==> src/rtl/dds_phase_accum.sv <==
// DDS phase accumulator: takes a divider quotient as tuning word, clamps it to Nyquist,
// accumulates phase and emits a registered, offset-adjusted waveform-ROM address.
module dds_phase_accum #(
  parameter int DATA_WIDTH  = 64,
  parameter int ACC_WIDTH   = 32,
  parameter int ADDR_WIDTH  = 12,
  parameter bit SYNC_UPDATE = 1'b0
) (
  input  logic                  sys_clk,
  input  logic                  sys_rst,
  input  logic [DATA_WIDTH-1:0] ftw_in,
  input  logic                  ftw_valid,
  output logic                  ftw_ready,
  input  logic [ACC_WIDTH-1:0]  phase_ofs,
  input  logic                  phase_ofs_load,
  input  logic                  enable,
  input  logic                  phase_clr,
  output logic [ACC_WIDTH-1:0]  phase_out,
  output logic [ADDR_WIDTH-1:0] rom_addr,
  output logic                  addr_valid,
  output logic                  wrap,
  output logic [ACC_WIDTH-1:0]  cur_ftw,
  output logic                  ftw_clamped,
  output logic [1:0]            fsm_state
);

  typedef enum logic [1:0] {
    IDLE    = 2'd0,
    RUN     = 2'd1,
    PENDING = 2'd2
  } state_t;

  localparam logic [DATA_WIDTH-1:0] NYQ_D = DATA_WIDTH'(1) << (ACC_WIDTH - 1);
  localparam logic [ACC_WIDTH-1:0]  NYQ_A = {1'b1, {(ACC_WIDTH-1){1'b0}}};

  state_t                state_q, state_d;
  logic [ACC_WIDTH-1:0]  phase_q, phase_d;
  logic [ACC_WIDTH-1:0]  ofs_q, ofs_d;
  logic [ACC_WIDTH-1:0]  cur_ftw_q, cur_ftw_d;
  logic [ACC_WIDTH-1:0]  pend_ftw_q, pend_ftw_d;
  logic [ADDR_WIDTH-1:0] rom_addr_q, rom_addr_d;
  logic                  addr_valid_q, addr_valid_d;
  logic                  wrap_q, wrap_d;
  logic                  clamped_q, clamped_d;

  logic                  accept;
  logic                  ftw_over;
  logic [ACC_WIDTH-1:0]  ftw_clamp;
  logic [ACC_WIDTH:0]    sum;
  logic [ACC_WIDTH-1:0]  ofs_sum;

  // Handshake: ftw_in is taken at a rising edge where ftw_valid && ftw_ready;
  // ftw_ready drops only while a deferred word waits for the next wrap.
  assign ftw_ready = (state_q != PENDING);
  assign accept    = ftw_valid & ftw_ready;
  assign ftw_over  = (ftw_in > NYQ_D);
  assign ftw_clamp = ftw_over ? NYQ_A : ftw_in[ACC_WIDTH-1:0];
  assign sum       = {1'b0, phase_q} + {1'b0, cur_ftw_q};
  assign ofs_sum   = phase_q + ofs_q;

  always_comb begin
    state_d      = state_q;
    phase_d      = phase_q;
    ofs_d        = ofs_q;
    cur_ftw_d    = cur_ftw_q;
    pend_ftw_d   = pend_ftw_q;
    clamped_d    = clamped_q;
    wrap_d       = 1'b0;
    rom_addr_d   = ADDR_WIDTH'(ofs_sum >> (ACC_WIDTH - ADDR_WIDTH));
    addr_valid_d = enable & (state_q != IDLE);

    if (phase_ofs_load) ofs_d = phase_ofs;

    // Clear wins over accumulate; a deferred word is committed either way.
    if (phase_clr) begin
      phase_d = '0;
      if (state_q == PENDING) begin
        cur_ftw_d = pend_ftw_q;
        state_d   = RUN;
      end
    end else if (enable && (state_q != IDLE)) begin
      phase_d = sum[ACC_WIDTH-1:0];
      wrap_d  = sum[ACC_WIDTH];
      if ((state_q == PENDING) && sum[ACC_WIDTH]) begin
        cur_ftw_d = pend_ftw_q;
        state_d   = RUN;
      end
    end

    if (accept) begin
      clamped_d = ftw_over;
      if ((state_q == RUN) && SYNC_UPDATE) begin
        pend_ftw_d = ftw_clamp;
        state_d    = PENDING;
      end else begin
        cur_ftw_d = ftw_clamp;
        state_d   = RUN;
      end
    end
  end

  always_ff @(posedge sys_clk) begin
    if (sys_rst) begin
      state_q      <= IDLE;
      phase_q      <= '0;
      ofs_q        <= '0;
      cur_ftw_q    <= '0;
      pend_ftw_q   <= '0;
      rom_addr_q   <= '0;
      addr_valid_q <= 1'b0;
      wrap_q       <= 1'b0;
      clamped_q    <= 1'b0;
    end else begin
      state_q      <= state_d;
      phase_q      <= phase_d;
      ofs_q        <= ofs_d;
      cur_ftw_q    <= cur_ftw_d;
      pend_ftw_q   <= pend_ftw_d;
      rom_addr_q   <= rom_addr_d;
      addr_valid_q <= addr_valid_d;
      wrap_q       <= wrap_d;
      clamped_q    <= clamped_d;
    end
  end

  assign phase_out   = phase_q;
  assign rom_addr    = rom_addr_q;
  assign addr_valid  = addr_valid_q;
  assign wrap        = wrap_q;
  assign cur_ftw     = cur_ftw_q;
  assign ftw_clamped = clamped_q;
  assign fsm_state   = state_q;

endmodule

==> config.mk <==
export PLATFORM = sky130hd
export DESIGN_NAME = dds_phase_accum
export DESIGN_NICKNAME = d
export VERILOG_FILES = /design/src/rtl/dds_phase_accum.sv
export SDC_FILE = /design/constraint.sdc
export NUM_CORES = 1
export LEC_CHECK = 0
export BUFFER_PORTS_ARGS = -buffer_cell sky130_fd_sc_hd__buf_2
export CORE_UTILIZATION = 40
export DETAILED_ROUTE_END_ITERATION = 10
export GPL_ROUTABILITY_DRIVEN = 1
export SYNTH_ARGS = -nofsm -noshare
export SYNTH_HDL_FRONTEND = slang
export SYNTH_SLANG_ARGS = --single-unit
==> constraint.sdc <==
create_clock -name sys_clk -period 7.15 [get_ports sys_clk]
set_input_delay 0 -clock sys_clk [delete_from_list [all_inputs] [get_ports sys_clk]]
set_output_delay 0 -clock sys_clk [all_outputs]
set_load 0.05 [all_outputs]
* Word level (Yosys, flattened, before mapping)
Index checks and enable logic that the tools add are counted.
Operators by class: reduce and logical (&&, ||, !) cells 12, div/mod/pow operators 0, multiply operators 0, shift-type cells 0, bitwise gates (word level) 3, order comparisons 1, $add $sub $neg 2, muxes and demuxes 11, equality and inequality tests 4
Operators with widths (number):
- $mux 32 | 6
- $gt 64x32->1 const B | 1
- $add 32x32->33 | 1
- $add 32x32->32 | 1
- $mux 2 | 4
- $reduce_and 3->1 | 2
- $reduce_bool 2->1 | 3
- $reduce_bool 3->1 | 2
- $reduce_or 2->1 | 2
- $ne 3x1->1 const B | 1
- $reduce_or 3->1 | 1
- $and 1x1->1 | 2
- $eq 2x2->1 const B | 1
- $logic_and 1x1->1 | 2
- $ne 2x1->1 const B | 1
- $ne 2x2->1 const B | 1
- $mux 1 | 1
- $not 1->1 | 1
Storage, ports and cells: flip-flop bits (word level) 113, bits of input ports 102, latch bits 0, memory bits (read-only) 0, memory bits (writable) 0, memories kept 0

* Logic depth before layout (Yosys ltp)
Gate-level depths: netlist of run 1.
word-level depth 6, depth in mapped cells 10

* Worst setup path before layout of run 1
No wires, ideal clock.
kind register -> register, start point register phase_q[10], in the netlist phase_out[10], end point register rom_addr_q[9], in the netlist rom_addr[9], required time 7.027 ns, arrival 2.632 ns, setup time 0.123 ns, cell stages (with the launch flop) 10, setup slack 4.395 ns, path buffers 0, clock period less this slack 2.755 ns, cell sequence dfxtp_1 > ha_1 > a21o_1 > a21oi_1 > nor2b_1 > a2111oi_0 > o21ai_1 > a221oi_1 > o31a_1 > mux2_1
Between the ends: longest elaborated chain between the ends 1
RTL lines:
- start, declared | line 37 | logic [ACC_WIDTH-1:0] phase_q, phase_d;
- start signal, assigned | line 115 | phase_q <= phase_d;
- $add 32x32->32 | line 59 | assign ofs_sum = phase_q + ofs_q;
- end signal, assigned | line 119 | rom_addr_q <= rom_addr_d;
- end, declared | line 41 | logic [ADDR_WIDTH-1:0] rom_addr_q, rom_addr_d;
Every way passes these cells. A chain may end at the register's enable or synchronous reset.

* Worst setup path in the final report of run 1
start point register phase_q[6], in the netlist phase_out[6], end point register rom_addr_q[11], in the netlist rom_addr[11]
The elaborated chain is that of the path after synthesis.

==> results.yml, run 1 <==
run_status:
  status: "completed"
cts:
  cts-root-buf: "clkbuf_16"
  clock_latency_ns: 0.37
  h-tree-depth: 3
  clock-sinks: 112
  cts_tree: "yes"
  cts_buffer_depth: 2
  clkTransAtPathRegs_ns: 0.08
  cts_buffers: 9
  cts_resized: 0
logic_synthesis:
  synth_top_family_by_area: "compound AO/OA/AOI/OAI gates"
  synth-edff-count: 0
  synthTopCellsByArea: "dfxtp_1 (33%), ha_1 (11%), a21oi_1 (7.3%), nor2_1 (6.6%), mux2i_1 (4.9%)"
  ys.flop_type: "dfxtp_1"
  syn_inst: 850
  syn-cell-area_um2: 6890
  synth_seq_cells: 112
  yosysSeqAreaShare_pct: 32.5
  synth_top_area_share_pct: 32.5
  ys_warn_count: 0
  postSynthAreaPerCell_um2: 8.11
  synth_compound_area_share_pct: 22.1
  syn_nets: 1015
  synth-xor-area-share_pct: 3.69
  synth-simple-area-share_pct: 21.9
  muxShareOfSynthArea_pct: 5.10
  ys_async_sr_fraction_pct: 0
  yosys.area.top_type: "dfxtp_1"
  synthAdderAreaFrac_pct: 11.5
  synth_cell_types: 68
final_layout:
  antenna_cells: 0
  area_growth_syn_to_layout_pct: 28.2
  drive_gt1_share_pct: 19.4
  fin_nets: 1232
  final_core_util_pct: 52.9
sta:
  relSlewSlack_pct: 24.8
  rsz0062_at_grt: "no"
  fin_tns_setup_ns: 0
  final_hold_viol_count: 0
  period_needed_ns: 2.79
  period_share_pct: 39.0
  drv_slew: 0
  timing.fmax_ghz: 0.359
  tightest_slew_ns: 1.13
  setup_viol_count_final: 0
  clock_skew_ns: 0.00745
drt:
  drc_errors: 0
  drtPass1Iterations: 5
  ant_nets: 0
  wl_um: 20800
  vias_per_cell: 5.32
  vias: 6874
  detailedRoute.firstIterationViolations: 479
  wire_per_inst_um: 16.1
grt:
  antenna_found_initial: 0
  grt_pass1_wl_um: 33300
  grt_overflow_total: 0
  grtUsageTotal_pct: 23.7
  grt_pass1_vias: 6621
  grt_max_degree: 86
critical_path:
  cp.required_ns: 7.44
  r2r_cells: 9
  crit_type: "reg -> reg"
  worst_setup_path_start_kind: "flip-flop"
  crit_fanout: 4
  cp-end-kind: "flip-flop"
  arrival_ns: 3.07
die:
  die_w_um: 133
  design.core.area_um2: 16700
  die_area_um2: 17800
  io_pins: 184
  die_h_um: 133
  core.rowCount: 47
  start_util_pct: 41.3
place:
  gp_congestion: 0.911
  port_buffers: 181
  hpwlAfterDp_um: 15600
job:
  maxCapViolations: 0
power:
  p_leak_nw: 4.10
  power_density_nw_per_um2: 147
  vdd_drop_max_mv: 0.117
hold_path:
  hold_path_class: "in -> reg"
  whs_path_depth: 4
==> path summary, 6_finish.rpt <==
| path | start | to | slack [ns] |
|---|---|---|---|
| max | phase_out[6] | rom_addr[11] | 4.36 |
| min | ftw_in[46] | cur_ftw[31] | 0.16 |
| max reg2reg | phase_out[6] | rom_addr[11] | 4.36 |
| min reg2reg | ftw_clamped | ftw_clamped | 0.50 |
==> layout make-up <==
cell class,count,area (um^2)
clock buffers,10,229
clock inverters,6,43.8
fillers,1663,7870
inverters,11,41.3
multi-input cells,686,4440
flip-flops and latches,112,2240
well taps,220,275
repair buffers,247,1560
==> critical path: stages (launching register included) <==
cell and delay, ns:
dfxtp_1 0.43, ha_1 0.30, a21oi_1 0.21, o21ai_0 0.11
nor2_1 0.33, a211oi_1 0.18, a2111oi_4 0.49, a21oi_2 0.13
or3_1 0.36, a21oi_1 0.16
==> routing by layer <==
metal,share of wire (%),GRT usage [%],vias up
li1,-,-,3504
met1,49,32.5,3120
met2,44,37.5,210
met3,4.1,2.82,40
met4,2.9,10.2,0
met5,0,0,-
==> where the power goes <==
| group | switching, mW | leakage [nW] | total, mW | internal (mW) |
|---|---|---|---|---|
| Clock | 0.250 | 0.133 | 0.489 | 0.239 |
| Combinational | 0.0882 | 3.05 | 0.161 | 0.0731 |
| Sequential | 0.0101 | 0.911 | 0.649 | 0.639 |
| Total | 0.348 | 4.10 | 1.30 | 0.951 |
==> flip-flops by register name, summed over array words and instances, names as in the netlist <==
name	cells
ftw_clamped	1
phase_out	32
rom_addr	12
wrap	1
ofs_q	32
cur_ftw	32
fsm_state	1
addr_valid	1
==> Yosys cell counts, types with 5 or more instances <==
library cell  instances
nor4_1               13
inv_1                11
mux2i_1              34
o21ai_1              15
a21oi_1             100
and3_1                7
dfxtp_1             112
o21ai_0              26
xnor2_1              22
nand2b_1              5
o21a_1                6
nor3_1               15
xor2_1                7
nor2_1              121
nand2_1              70
clkbuf_1             32
ha_1                 62
o211ai_1              7
a211oi_1             12
o21bai_1              6
o31ai_1               5
nand4_1              14
nand3_1              15
a21o_1               24
nor2b_1              37
==> logic make-up (layout without fill, tap and decap cells) <==
group                    Yosys count  in the layout
AND/OR/NAND/NOR                  319            319
AO/OA/AOI/OAI                    238            238
flip-flops                       112            112
adder cells (fa/ha/maj)           63             63
buffers and inverters             52            274
multiplexers                      35             35
XOR/XNOR                          29             29
other                              2              2
==> cells in the final DEF (no fill, tap or decap), types with 3 or more instances in the layout <==
cell,n
buf_2,181
nor2_1,121
dfxtp_1,112
a21oi_1,100
nand2_1,70
dlygate4sd3_1,65
ha_1,62
nor2b_1,37
mux2i_1,34
o21ai_0,26
a21o_1,24
xnor2_1,22
nor3_1,15
nand3_1,15
o21ai_1,15
nand4_1,14
nor4_1,13
a211oi_1,12
inv_1,11
clkbuf_16,9
o211ai_1,7
xor2_1,7
and3_1,7
o21bai_1,6
o21a_1,6
nand2b_1,5
o31ai_1,5
and2_1,4
and4_1,4
a31oi_1,4
o311ai_1,4
a22oi_1,3
==> repair_timing <==
item	in CTS	in global routing
endpoints found under the hold margin	65	0
buffers inserted	0	0
hold buffers	65	0
==> stage by stage <==
stage	instance area [um^2]	setup WS [ns]	std cells	total power, mW	hold slack [ns]
final	8840	4.36	1292	1.30	0.155
after global routing	8840	4.17	1292	1.36	0.202
after CTS	8840	4.42	1292	1.32	0.144
after detailed placement	7910	4.47	1211	0.798	0.242
after global placement	7910	4.47	1211	0.797	0.238
after floorplan	6890	4.39	850	0.745	0.135
Power figures use the tool's default switching activity.
==> run 2: changes to the inputs <==
==> constraint.sdc (replaced) <==
create_clock -name sys_clk -period 2.63 [get_ports sys_clk]
set_input_delay 0 -clock sys_clk [delete_from_list [all_inputs] [get_ports sys_clk]]
set_output_delay 0 -clock sys_clk [all_outputs]
set_load 0.05 [all_outputs]
==> run 2 against run 1 <==
Register-to-register slack worse by 4.3 ns. Utilization up 3.0 points. Sequential share of layout area down 1.2 points. Global-route usage up 0.56 points. Routed wire length up 2.4%. Clock-buffer cell count unchanged. Worst setup slack worse by 4.3 ns. Fmax up 9.7%. Clock skew up 0.0028 ns. Highest routed layer unchanged.
==> results.yml, run 2 (synthesized netlist as in run 1, its figures left out) <==
final_layout:
  area_growth_syn_to_layout_pct: 35.4
  fin_area_um2: 9330
  final_cell_mix: "buf_2 (181), nor2_1 (121), dfxtp_1 (103)"
  fillers: 1530
  drive_gt1_share_pct: 24.8
  final_core_util_pct: 55.9
  layout_commonest_cell: "buf_2"
  fin_nets: 1278
  antenna_cells: 0
  fin_cells: 1338
grt:
  grt_pass1_wl_um: 34100
  antenna_found_initial: 0
  grtUsageTotal_pct: 24.3
  grt_overflow_total: 0
  grt_pass1_vias: 6684
  grt_max_degree: 84
place:
  gp_congestion: 0.907
  hpwlAfterDp_um: 16300
  placed_cells: 1250
  pre_cts_ws_ns: 0.0405
  port_buffers: 181
  placed_area_um2: 8230
critical_path:
  cp-end-kind: "flip-flop"
  cp.required_ns: 2.92
  slowest_stage: "a2111oi_4"
  worst_setup_path_start_kind: "flip-flop"
  r2r_cells: 10
  crit_type: "reg -> reg"
  crit_chain: "buf_4 > ha_1 > nand4_1 > a211oi_1 > nor2_1 > a211oi_1 > a2111oi_4 > a21oi_2 > or3_1 > a21oi_1"
  arrival_ns: 2.83
  rrSetupSlack_ns: 0.09
  worst_path_largest_cell_delay_ns: 0.43
  cp_common_cell: "a211oi_1"
  crit_fanout: 5
die:
  die_area_um2: 17800
  core.rowCount: 47
  start_util_pct: 41.3
  die_w_um: 133
  design.core.area_um2: 16700
  io_pins: 184
  die_h_um: 133
sta:
  final_hold_viol_count: 0
  fin_tns_setup_ns: 0
  finalWorstSetupSlack_ns: 0.0889
  rsz0062_at_grt: "no"
  period_needed_ns: 2.54
  period_share_pct: 96.6
  clock_skew_ns: 0.0103
  timing.fmax_ghz: 0.394
  tightest_slew_ns: 0.938
  relSlewSlack_pct: 37.2
  setup_viol_count_final: 0
  drv_slew: 0
cts:
  cts_tree: "yes"
  clock-sinks: 112
  clkTransAtPathRegs_ns: 0.08
  cts_buffer_depth: 2
  h-tree-depth: 3
  cts_buffers: 9
  cts-root-buf: "clkbuf_16"
  clock_latency_ns: 0.37
run_status:
  status: "completed"
power:
  power_density_nw_per_um2: 396
  vdd_drop_max_mv: 0.321
  p_leak_nw: 4.36
drt:
  ant_nets: 0
  vias: 7064
  drc_errors: 0
  wire_per_inst_um: 15.9
  vias_per_cell: 5.28
  wl_um: 21300
  drtPass1Iterations: 6
  detailedRoute.firstIterationViolations: 581
job:
  maxCapViolations: 0
hold_path:
  hold_path_class: "in -> reg"
  whs_path_depth: 4
run 2: changes by cell type in the layout (fill, tap and decap cells not counted), moves of 3 or more:
cell / previous run / this run
ha_1: 62 / 58
dfxtp_1: 112 / 103
o21ai_1: 15 / 18
a21oi_2: 1 / 5
o21ai_0: 26 / 23
dfxtp_2: 0 / 8
a21oi_1: 100 / 96
buf_4: 1 / 45
run 2: where the power goes:
group	internal [mW]	switching (mW)	leakage [nW]
logic	0.207	0.243	3.29
clock network	0.784	0.699	0.157
registers	1.74	0.0270	0.916
run 2: metrics by stage:
stage / hold WS, ns / power (mW)
global placement: 0.235 / 2.18
CTS: 0.0312 / 3.73
finish: 0.0408 / 3.70
global route: 0.0651 / 3.85
floorplan: 0.135 / 2.02
detailed placement: 0.245 / 2.18
run 2: worst paths after layout:
kind	from	end
max	phase_out[1]	rom_addr[11]
min reg2reg	phase_out[12]	phase_out[12]
max reg2reg	phase_out[1]	rom_addr[11]
min	sys_rst	phase_out[30]
run 2: final cells by class:
class                      count  area, um^2  share of cell area [%]
tap                          220         275                    2.95
timing repair buffer         293        1920                    20.6
clock buffer                  10         239                    2.56
multi-input combinational    686        4520                    48.4
sequential                   112        2260                    24.2
inverter                      11        41.3                   0.442
clock inverter                 6        75.1                   0.805
run 2: what timing repair did:
| item | 4_1_cts | 5_1_grt |
|---|---|---|
| setup endpoints to repair | 0 | 10 |
| gates resized for setup | 0 | 19 |
| endpoints found under the hold margin | 65 | 0 |
| hold buffers | 66 | 0 |
| setup buffers | 0 | 6 |
run 2: critical path, delay by kind of cell (launching register included):
kind | cells | cell delay (ns)
compound gates | 5 | 0.92
simple gates | 3 | 0.71
flops | 1 | 0.37
fa+ha+maj | 1 | 0.30
buf+inv | 1 | 0.14
run 2: layer usage:
metal  track usage, %  up-vias  part of all wire, %
met4             9.28        0                  2.3
li1                 -     3587                    -
met1             33.1     3217                   49
met5                0        -                    0
met3             3.39       31                  5.0
met2             38.7      229                   44
==> run 3: changes to the inputs <==
--- a/config.mk
+++ b/config.mk
@@ -9,6 +9,7 @@
 export CORE_UTILIZATION = 40
 export DETAILED_ROUTE_END_ITERATION = 10
 export GPL_ROUTABILITY_DRIVEN = 1
+export GPL_TIMING_DRIVEN = 0
 export SYNTH_ARGS = -nofsm -noshare
 export SYNTH_HDL_FRONTEND = slang
 export SYNTH_SLANG_ARGS = --single-unit
==> run 3 against run 2 <==
Clock-buffer cell count is 1 higher. Global-route usage is 0.36 points lower. Utilization is 0.98 points lower. Sequential share of layout area is 0.50 points higher. Register-to-register slack worse by 0.05 ns. Routed wire length is 1.1% higher. Fmax is 1.8% lower. Sequential cell count stayed put. Combinational power is 2% higher. Critical path depth is 2 lower. Largest power group unchanged.
==> results.yml, run 3 (synthesized netlist as in run 1, its figures left out) <==
run_status:
  status: "completed"
final_layout:
  drive_gt1_share_pct: 22.7
  area_growth_syn_to_layout_pct: 33.0
  multi_input_area_um2: 4550
  final_cell_mix: "buf_2 (184), nor2_1 (120), dfxtp_1 (102)"
  fin_area_um2: 9170
  fillers: 1631
  seqCellArea_um2: 2260
  antenna_cells: 0
  layout_commonest_cell: "buf_2"
  fin_nets: 1274
  final_core_util_pct: 54.9
cts:
  clkTransAtPathRegs_ns: 0.07
  cts_buffer_depth: 2
  clock_latency_ns: 0.36
  clock-sinks: 112
  cts-root-buf: "clkbuf_16"
  cts_tree: "yes"
  h-tree-depth: 3
  cts_buffers: 9
sta:
  period_needed_ns: 2.59
  rsz0062_at_grt: "yes"
  clock_skew_ns: 0.00805
  relSlewSlack_pct: 51.0
  fin_hold_ws_ns: 0.0392
  final_hold_viol_count: 0
  period_share_pct: 98.4
  finalWorstSetupSlack_ns: 0.0421
  setup_viol_count_final: 0
  timing.fmax_ghz: 0.386
  drv_slew: 0
  tightest_slew_ns: 0.735
drt:
  highest_layer: "met4"
  wl_um: 21500
  drc_errors: 0
  wl_met1_um: 10400
  ant_nets: 0
  met3_wirelength_um: 907
  dr_wl_met2_um: 9790
  wire_per_inst_um: 16.1
  vias_per_cell: 5.25
  detailedRoute.firstIterationViolations: 620
  drtPass1Iterations: 6
  vias: 6997
grt:
  grt_max_degree: 18
  antenna_found_initial: 0
  grt_pass1_vias: 6549
  grt_overflow_total: 0
  grt_pass1_wl_um: 33300
  grtUsageTotal_pct: 23.9
place:
  pre_cts_ws_ns: -0.156
  placed_area_um2: 8080
  gp_congestion: 0.927
  hpwlAfterDp_um: 16700
  port_buffers: 180
job:
  maxCapViolations: 0
die:
  design.core.area_um2: 16700
  core.rowCount: 47
  start_util_pct: 41.3
  io_pins: 184
  die_w_um: 133
  die_h_um: 133
  die_area_um2: 17800
critical_path:
  arrival_ns: 2.83
  cp-end-kind: "flip-flop"
  cp.required_ns: 2.88
  crit_type: "reg -> reg"
  crit_fanout: 4
  worst_setup_path_start_kind: "flip-flop"
power:
  power_density_nw_per_um2: 386
  vdd_drop_max_mv: 0.291
  p_leak_nw: 4.17
hold_path:
  hold_path_class: "in -> reg"
==> run 3: per-layer routing <==
metal / track usage (%) / up-vias
li1: - / 3587
met1: 32.5 / 3179
met2: 39.2 / 202
met3: 3.16 / 29
met4: 7.32 / 0
met5: 0 / -
==> run 3: stage by stage <==
stage	TNS (ns)	total power [mW]	instances
after floorplan	-0.00948	2.02	850
after global placement	-0.181	2.18	1250
after detailed placement	-0.180	2.18	1250
after CTS	0	3.58	1333
after global routing	-0.0785	3.68	1333
final	0	3.54	1333
==> run 3: worst paths after layout <==
check / slack, ns / cells past startpoint / endpoint / startpoint
worst max register to register: 0.04 / 8 / rom_addr[9] / phase_out[6]
worst min register to register: 0.49 / 2 / phase_out[12] / phase_out[12]
worst max-delay path: 0.04 / 8 / rom_addr[9] / phase_out[6]
worst min-delay path: 0.04 / 4 / phase_out[30] / sys_rst
==> run 3: worst max-delay path, stage by stage, from the launching register on <==
cell and delay (ns):
dfxtp_2 0.36, ha_1 0.34, a21oi_2 0.18, o21bai_1 0.11, a2111oi_2 0.43, o21ai_2 0.14, a221oi_2 0.36, o31a_1 0.22
mux2_1 0.33
==> run 3: layout make-up <==
cell class                      instances  area share [%]
Buffer                                 36            1.61
Clock inverter                          4           0.341
Clock buffer                           11            2.65
Timing Repair Buffer                  253            17.6
Tap cell                              220            3.00
Sequential cell                       112            24.7
Multi-Input combinational cell        686            49.7
Inverter                               11           0.450
==> run 3: report_power, final <==
group	internal, mW	switching [mW]
Clock	0.667	0.652
Sequential	1.73	0.0267
Combinational	0.208	0.251
Total	2.61	0.930
==> run 3: timing repair <==
| action | CTS | global route |
|---|---|---|
| pin swaps | 3 | 8 |
| setup endpoints to repair | 4 | 17 |
| setup buffers | 3 | 4 |
| hold buffers | 66 | 0 |
| gates resized for setup | 2 | 31 |
| hold endpoints to repair | 65 | 0 |
